[config.mk]
export PLATFORM = sky130hd
export DESIGN_NAME = uart_tx_arbiter_flat
export DESIGN_NICKNAME = d
export VERILOG_FILES = /design/src/rtl/uart_tx_arbiter_if.sv /design/src/rtl/uart_tx_arbiter.sv /design/src/flat_wrapper.sv
export SDC_FILE = /design/constraint.sdc
export NUM_CORES = 1
export LEC_CHECK = 0
export CAP_MARGIN = 40
export CORE_ASPECT_RATIO = 0.75
export CORE_MARGIN = 2
export CORE_UTILIZATION = 51
export CTS_CLUSTER_SIZE = 16
export DETAILED_ROUTE_END_ITERATION = 8
export PLACE_DENSITY = 0.82
export SETUP_SLACK_MARGIN = 0.1
export SYNTH_ARGS = -nofsm -noshare
export SYNTH_HDL_FRONTEND = slang
export SYNTH_SLANG_ARGS = --single-unit
[constraint.sdc]
create_clock -name CLK_100M -period 2.9 [get_ports CLK_100M]
set_clock_uncertainty 0.15 [all_clocks]
set_input_delay 0.87 -clock CLK_100M [delete_from_list [all_inputs] [get_ports CLK_100M]]
set_output_delay 0.87 -clock CLK_100M [all_outputs]
set_load 0.1 [all_outputs]
[src/rtl/uart_tx_arbiter_if.sv]
// Requester / UART_TX handshake bundle for uart_tx_arbiter.
// The arbiter uses the slave modport; requesters and the transmitter sit on the master side.
interface uart_tx_arbiter_if #(
    parameter int NUM_REQ = 2
);
    logic [NUM_REQ-1:0]      REQ_VLD;
    logic [NUM_REQ-1:0][7:0] REQ_DATA;
    logic [NUM_REQ-1:0]      REQ_LAST;
    logic [NUM_REQ-1:0]      REQ_RDY;
    logic                    TX_BUSY;
    logic                    TX_START;
    logic [7:0]              TX_DATA;
    logic [NUM_REQ-1:0]      GRANT;
    logic                    ARB_TIMEOUT;

    modport master (
        output REQ_VLD, REQ_DATA, REQ_LAST, TX_BUSY,
        input  REQ_RDY, TX_START, TX_DATA, GRANT, ARB_TIMEOUT
    );

    modport slave (
        input  REQ_VLD, REQ_DATA, REQ_LAST, TX_BUSY,
        output REQ_RDY, TX_START, TX_DATA, GRANT, ARB_TIMEOUT
    );
endinterface

[src/rtl/uart_tx_arbiter.sv]
// Packet-granular arbiter sharing one UART_TX byte transmitter between NUM_REQ requesters.
// Define UART_TX_ARB_PRIO_EN to give requester 0 fixed priority; the others stay round-robin.
module uart_tx_arbiter #(
    parameter int NUM_REQ      = 2,
    parameter int IDLE_TIMEOUT = 1000000
) (
    input logic              CLK_100M,
    input logic              SYS_RST,
    uart_tx_arbiter_if.slave bus
);
    localparam int IW = $clog2(NUM_REQ);
    localparam int CW = $clog2(IDLE_TIMEOUT);

    typedef logic [IW-1:0] idx_t;
    typedef enum logic [1:0] {IDLE, LOAD, WAIT_BUSY, WAIT_DONE} state_t;

    state_t             state_q, state_d;
    idx_t               owner_q, owner_d;
    idx_t               ptr_q, ptr_d;
    idx_t               win_idx, nxt_ptr;
    logic               win_vld;
    logic [CW-1:0]      cnt_q, cnt_d;
    logic               last_q, last_d;
    logic [NUM_REQ-1:0] grant_q, grant_d;
    logic [NUM_REQ-1:0] rdy_q, rdy_d;
    logic [7:0]         tx_data_q, tx_data_d;
    logic               tx_start_q, tx_start_d;
    logic               to_q, to_d;

    // Winner search: the lowest offset from the pointer wins, so scan high-to-low and overwrite.
    always_comb begin
        int   c;
        idx_t ci;
        win_vld = 1'b0;
        win_idx = '0;
        c       = 0;
        ci      = '0;
`ifdef UART_TX_ARB_PRIO_EN
        begin
            int base;
            base = (ptr_q == '0) ? 1 : int'(ptr_q);
            for (int k = NUM_REQ - 2; k >= 0; k--) begin
                c  = 1 + (base - 1 + k) % (NUM_REQ - 1);
                ci = idx_t'(c);
                if (bus.REQ_VLD[ci]) begin
                    win_vld = 1'b1;
                    win_idx = ci;
                end
            end
            if (bus.REQ_VLD[0]) begin
                win_vld = 1'b1;
                win_idx = '0;
            end
        end
`else
        for (int k = NUM_REQ - 1; k >= 0; k--) begin
            c  = (int'(ptr_q) + k) % NUM_REQ;
            ci = idx_t'(c);
            if (bus.REQ_VLD[ci]) begin
                win_vld = 1'b1;
                win_idx = ci;
            end
        end
`endif
    end

    // Pointer to use once the current owner releases the transmitter.
    always_comb begin
`ifdef UART_TX_ARB_PRIO_EN
        if (owner_q == '0)
            nxt_ptr = ptr_q;
        else if (int'(owner_q) == NUM_REQ - 1)
            nxt_ptr = idx_t'(1);
        else
            nxt_ptr = owner_q + 1'b1;
`else
        nxt_ptr = (int'(owner_q) == NUM_REQ - 1) ? '0 : owner_q + 1'b1;
`endif
    end

    always_comb begin
        state_d    = state_q;
        owner_d    = owner_q;
        ptr_d      = ptr_q;
        cnt_d      = cnt_q;
        last_d     = last_q;
        grant_d    = grant_q;
        tx_data_d  = tx_data_q;
        tx_start_d = 1'b0;
        rdy_d      = '0;
        to_d       = 1'b0;
        case (state_q)
            IDLE: begin
                if (win_vld) begin
                    owner_d          = win_idx;
                    grant_d          = '0;
                    grant_d[win_idx] = 1'b1;
                    cnt_d            = '0;
                    state_d          = LOAD;
                end
            end
            LOAD: begin
                if (bus.REQ_VLD[owner_q]) begin
                    tx_data_d      = bus.REQ_DATA[owner_q];
                    tx_start_d     = 1'b1;
                    rdy_d[owner_q] = 1'b1;
                    last_d         = bus.REQ_LAST[owner_q];
                    cnt_d          = '0;
                    state_d        = WAIT_BUSY;
                end else if (cnt_q == CW'(IDLE_TIMEOUT - 1)) begin
                    to_d    = 1'b1;
                    grant_d = '0;
                    ptr_d   = nxt_ptr;
                    cnt_d   = '0;
                    state_d = IDLE;
                end else begin
                    cnt_d = cnt_q + 1'b1;
                end
            end
            WAIT_BUSY: begin
                if (bus.TX_BUSY) state_d = WAIT_DONE;
            end
            WAIT_DONE: begin
                if (!bus.TX_BUSY) begin
                    if (last_q) begin
                        grant_d = '0;
                        ptr_d   = nxt_ptr;
                        state_d = IDLE;
                    end else begin
                        state_d = LOAD;
                    end
                end
            end
            default: state_d = IDLE;
        endcase
    end

    always_ff @(posedge CLK_100M) begin
        if (SYS_RST) begin
            state_q    <= IDLE;
            owner_q    <= '0;
            ptr_q      <= '0;
            cnt_q      <= '0;
            last_q     <= 1'b0;
            grant_q    <= '0;
            tx_data_q  <= 8'h00;
            tx_start_q <= 1'b0;
            rdy_q      <= '0;
            to_q       <= 1'b0;
        end else begin
            state_q    <= state_d;
            owner_q    <= owner_d;
            ptr_q      <= ptr_d;
            cnt_q      <= cnt_d;
            last_q     <= last_d;
            grant_q    <= grant_d;
            tx_data_q  <= tx_data_d;
            tx_start_q <= tx_start_d;
            rdy_q      <= rdy_d;
            to_q       <= to_d;
        end
    end

    assign bus.REQ_RDY     = rdy_q;
    assign bus.TX_START    = tx_start_q;
    assign bus.TX_DATA     = tx_data_q;
    assign bus.GRANT       = grant_q;
    assign bus.ARB_TIMEOUT = to_q;
endmodule

[src/flat_wrapper.sv]
// flat-port wrapper written by rule: the top's interface ports become plain ports
module uart_tx_arbiter_flat 
#(
    parameter int NUM_REQ      = 2,
    parameter int IDLE_TIMEOUT = 1000000
)
  (CLK_100M, SYS_RST, bus_REQ_VLD, bus_REQ_DATA, bus_REQ_LAST, bus_TX_BUSY, bus_REQ_RDY, bus_TX_START, bus_TX_DATA, bus_GRANT, bus_ARB_TIMEOUT);
  uart_tx_arbiter_if #(.NUM_REQ(NUM_REQ)) bus_i ();
  input logic CLK_100M;
  input logic SYS_RST;
  input wire logic [$bits(bus_i.REQ_VLD)-1:0] bus_REQ_VLD;
  input wire logic [$bits(bus_i.REQ_DATA)-1:0] bus_REQ_DATA;
  input wire logic [$bits(bus_i.REQ_LAST)-1:0] bus_REQ_LAST;
  input wire logic [$bits(bus_i.TX_BUSY)-1:0] bus_TX_BUSY;
  output wire logic [$bits(bus_i.REQ_RDY)-1:0] bus_REQ_RDY;
  output wire logic [$bits(bus_i.TX_START)-1:0] bus_TX_START;
  output wire logic [$bits(bus_i.TX_DATA)-1:0] bus_TX_DATA;
  output wire logic [$bits(bus_i.GRANT)-1:0] bus_GRANT;
  output wire logic [$bits(bus_i.ARB_TIMEOUT)-1:0] bus_ARB_TIMEOUT;
  assign bus_i.REQ_VLD = bus_REQ_VLD;
  assign bus_i.REQ_DATA = bus_REQ_DATA;
  assign bus_i.REQ_LAST = bus_REQ_LAST;
  assign bus_i.TX_BUSY = bus_TX_BUSY;
  assign bus_REQ_RDY = bus_i.REQ_RDY;
  assign bus_TX_START = bus_i.TX_START;
  assign bus_TX_DATA = bus_i.TX_DATA;
  assign bus_GRANT = bus_i.GRANT;
  assign bus_ARB_TIMEOUT = bus_i.ARB_TIMEOUT;
  uart_tx_arbiter #(.NUM_REQ(NUM_REQ), .IDLE_TIMEOUT(IDLE_TIMEOUT)) u_core (.CLK_100M(CLK_100M), .SYS_RST(SYS_RST), .bus(bus_i));
endmodule
==> results of run 1 <==
area by class of cell:
cell class,count,area [um2],area share
multi-input combinational,146,1050,0.438
sequential,39,781,0.326
timing repair buffer,47,408,0.170
clock buffer,7,76.3,0.0319
tap,52,65.1,0.0272
inverter,3,11.3,0.00470
clock inverter,1,5.00,0.00209
sequential cells by signal, indices dropped and copies added, names as in the netlist, named ones only:
register,count
u_core.ptr_q,1
u_core.cnt_q,20
u_core.bus.REQ_RDY,2
u_core.owner_q,1
u_core.state_q,1
u_core.bus.GRANT,2
u_core.bus.TX_START,1
u_core.bus.ARB_TIMEOUT,1
u_core.last_q,1
u_core.bus.TX_DATA,8
worst max-delay path, delay by kind of cell:
family                 cells  cell delay [ns]
buffers and inverters      1             0.49
and+or+nand+nor            3             1.04
AOI/OAI and AO/OA          1             0.28
how the worst max path moves through the flow:
| stage | endpoint | depth (start not counted) |
|---|---|---|
| global route | u_core.cnt_q[18]$_SDFFE_PP0P_ | 5 |
| floorplan | u_core.cnt_q[19]$_SDFFE_PP0P_ | 6 |
| finish | u_core.cnt_q[18]$_SDFFE_PP0P_ | 5 |
| global placement | u_core.cnt_q[18]$_SDFFE_PP0P_ | 5 |
| detailed placement | u_core.cnt_q[18]$_SDFFE_PP0P_ | 5 |
| CTS | u_core.cnt_q[18]$_SDFFE_PP0P_ | 5 |
power by group:
part           leakage (uW)  switching (uW)  internal (uW)  total (uW)
logic              0.000432             203           98.6         301
clock network     0.0000422             188            169         357
registers          0.000317            20.1            560         580
total              0.000791             411            827        1240
logic make-up after synthesis:
family,count (synthesis),synth area share
AOI/OAI and AO/OA,53,0.210
xor gates and xnor gates,8,0.0365
and+or+nand+nor,73,0.232
muxes,11,0.0587
buffers and inverters,21,0.0496
adders and majority gates,1,0.00652
DFF,39,0.407
routing by layer:
layer  vias up  routed length [um]  global-route usage
met1       815                1970               0.280
met2        48                1870               0.316
met4         0                  55              0.0867
met5         -                   0                   0
met3         7                 234              0.0618
li1        863                   -                   -
stage by stage:
stage	cell area [um2]	setup TNS [ns]	setup slack, ns
global route	2390	0	0.182
global placement	2310	-0.151	-0.0375
detailed placement	2310	-0.427	-0.131
floorplan	1920	0	0.515
finish	2390	0	0.265
CTS	2390	0	0.173
cell usage in the layout (no fill, tap or decap), types with 3 or more instances in the layout:
cell type	instances
a211oi_1	19
nor3b_1	3
o31ai_1	9
a221oi_1	12
nor2b_1	4
buf_4	25
clkbuf_8	5
nand3_1	5
or4_1	9
mux2i_1	9
xnor2_1	6
nand2_1	10
a31oi_1	3
inv_1	3
nor4b_1	3
dfxtp_1	39
clkdlybuf4s50_1	22
o21ai_0	3
nor2_1	14
==> run metrics, run 1 <==
RSZ-0062 raised after global routing false; DRC Markers 0; slowest cell on the critical path or4_1; most numerous cell in the Yosys netlist dfxtp_1; Core Area 0.00364 mm2; placed insts 287; via count approximately 1,700; FF-to-FF path depth 4; YS warnings 0; Max-cap violations 0; top post-synthesis cells by area dfxtp_1, a211oi_1, a221oi_1; synth cell count leaders dfxtp_1, a211oi_1, nor2_1; Hold Path Class reg2reg; syn avg cell area 9.31 um2; CTS clk-pin slew, worst paths ~0.07 ns; #FFs+latches synth 39; first-pass GRT wire length 6.84 mm; vias in the first global route around 1,600; # fillers 314; crit path from bus_REQ_VLD[1]; wire per inst approximately 14 um; Required @ worst endpoint between 2 and 3 ns; r2r setup slk roughly 0.74 ns; final WL around 4.1 mm; Die ar. between 0.004 and 0.005 mm2; Hold Path Sink u_core.bus.GRANT[0]$_SDFFE_PP0P_; die height roughly 57 um; Final Cycle Share 0.909; CTS resizes 0; Placer Congestion about 0.86; hold depth 1; 1st-iter DRT viols around 130; Post-Syn Instances about 200; Crit Path Class in2reg; Worst Setup Start Kind input port; Seq/Total Area, Yosys 0.407; top cell type's share of synthesized area 0.407; Post-synth top flop dfxtp_1; vias per cell 5.87; net count after synthesis between 200 and 250; fmax ~0.38 GHz; Final Hold Vio Count 0; Initial Util 0.527; maximum vdd drop roughly 0.33 mV; worst rel slew slack 0.657; PD cells a little over 500 mW/mm2; Final setup viols 0; CTS Buf Count 5; clock insertion delay at the later pin of the skew report just under 0.3 ns; CP arrival between 2 and 3 ns; CTS tree done; Setup Fix Bufs, Post-CTS 0; total power 1240 uW; CTS hold repair buffers 0; number of enable flip-flop cells after synthesis 0; I/O Buffers 36; Tightest Pin Transition around 0.51 ns; hold_ws 0.313 ns; leading area contributor after synthesis dfxtp_1; Final HPWL DP between 2 and 3 mm; Leak roughly 0.00079 uW; largest net degree at the start of global routing 23; CTS Buffer Depth 2; CTS H-Tree Depth 2; Synth Cell Area about 0.0019 mm2; grt ovf 0; num ports 37; Global Route Usage Sum 0.209; Critical Path End Type flip-flop; clock root buffer clkbuf_8; startpoint of the worst hold path u_core.bus.GRANT[0]$_SDFFE_PP0P_; initial antenna violation count 0; remaining antenna violation count 0; Area Overhead vs Synth 24.8%; layout cell share with drive strength beyond 1 0.165; Util after Layout 0.658; slowest stage delay, CP about 0.50 ns; worst-path cell chain clkdlybuf4s50_1, nor3_1, or3_4, or4_1, a221oi_1; number of nets in the layout 266; critical-path maximum fanout 10; clk sinks 39; Distinct cells, synth 48; non-filler cells in the finished layout between 200 and 300; Die W between 70 and 80 um; n_diodes 0; first-pass iteration count of the detailed router 4; max-slew violations 0; status finished, final reports clean; # rows 19; Worst R2R End u_core.cnt_q[19]$_SDFFE_PP0P_; crit path time final ~2.6 ns; asr flop ratio synth 0
Note: power is estimated with default switching activity, not from simulation.
==> inputs of run 2 (changes only) <==
--- a/config.mk
+++ b/config.mk
@@ -11,6 +11,7 @@
 export CORE_UTILIZATION = 51
 export CTS_CLUSTER_SIZE = 16
 export DETAILED_ROUTE_END_ITERATION = 8
+export GPL_TIMING_DRIVEN = 1
 export PLACE_DENSITY = 0.82
 export SETUP_SLACK_MARGIN = 0.1
 export SYNTH_ARGS = -nofsm -noshare
==> results of run 2 <==
Final layout, timing and power as in run 1 (identical DEF).
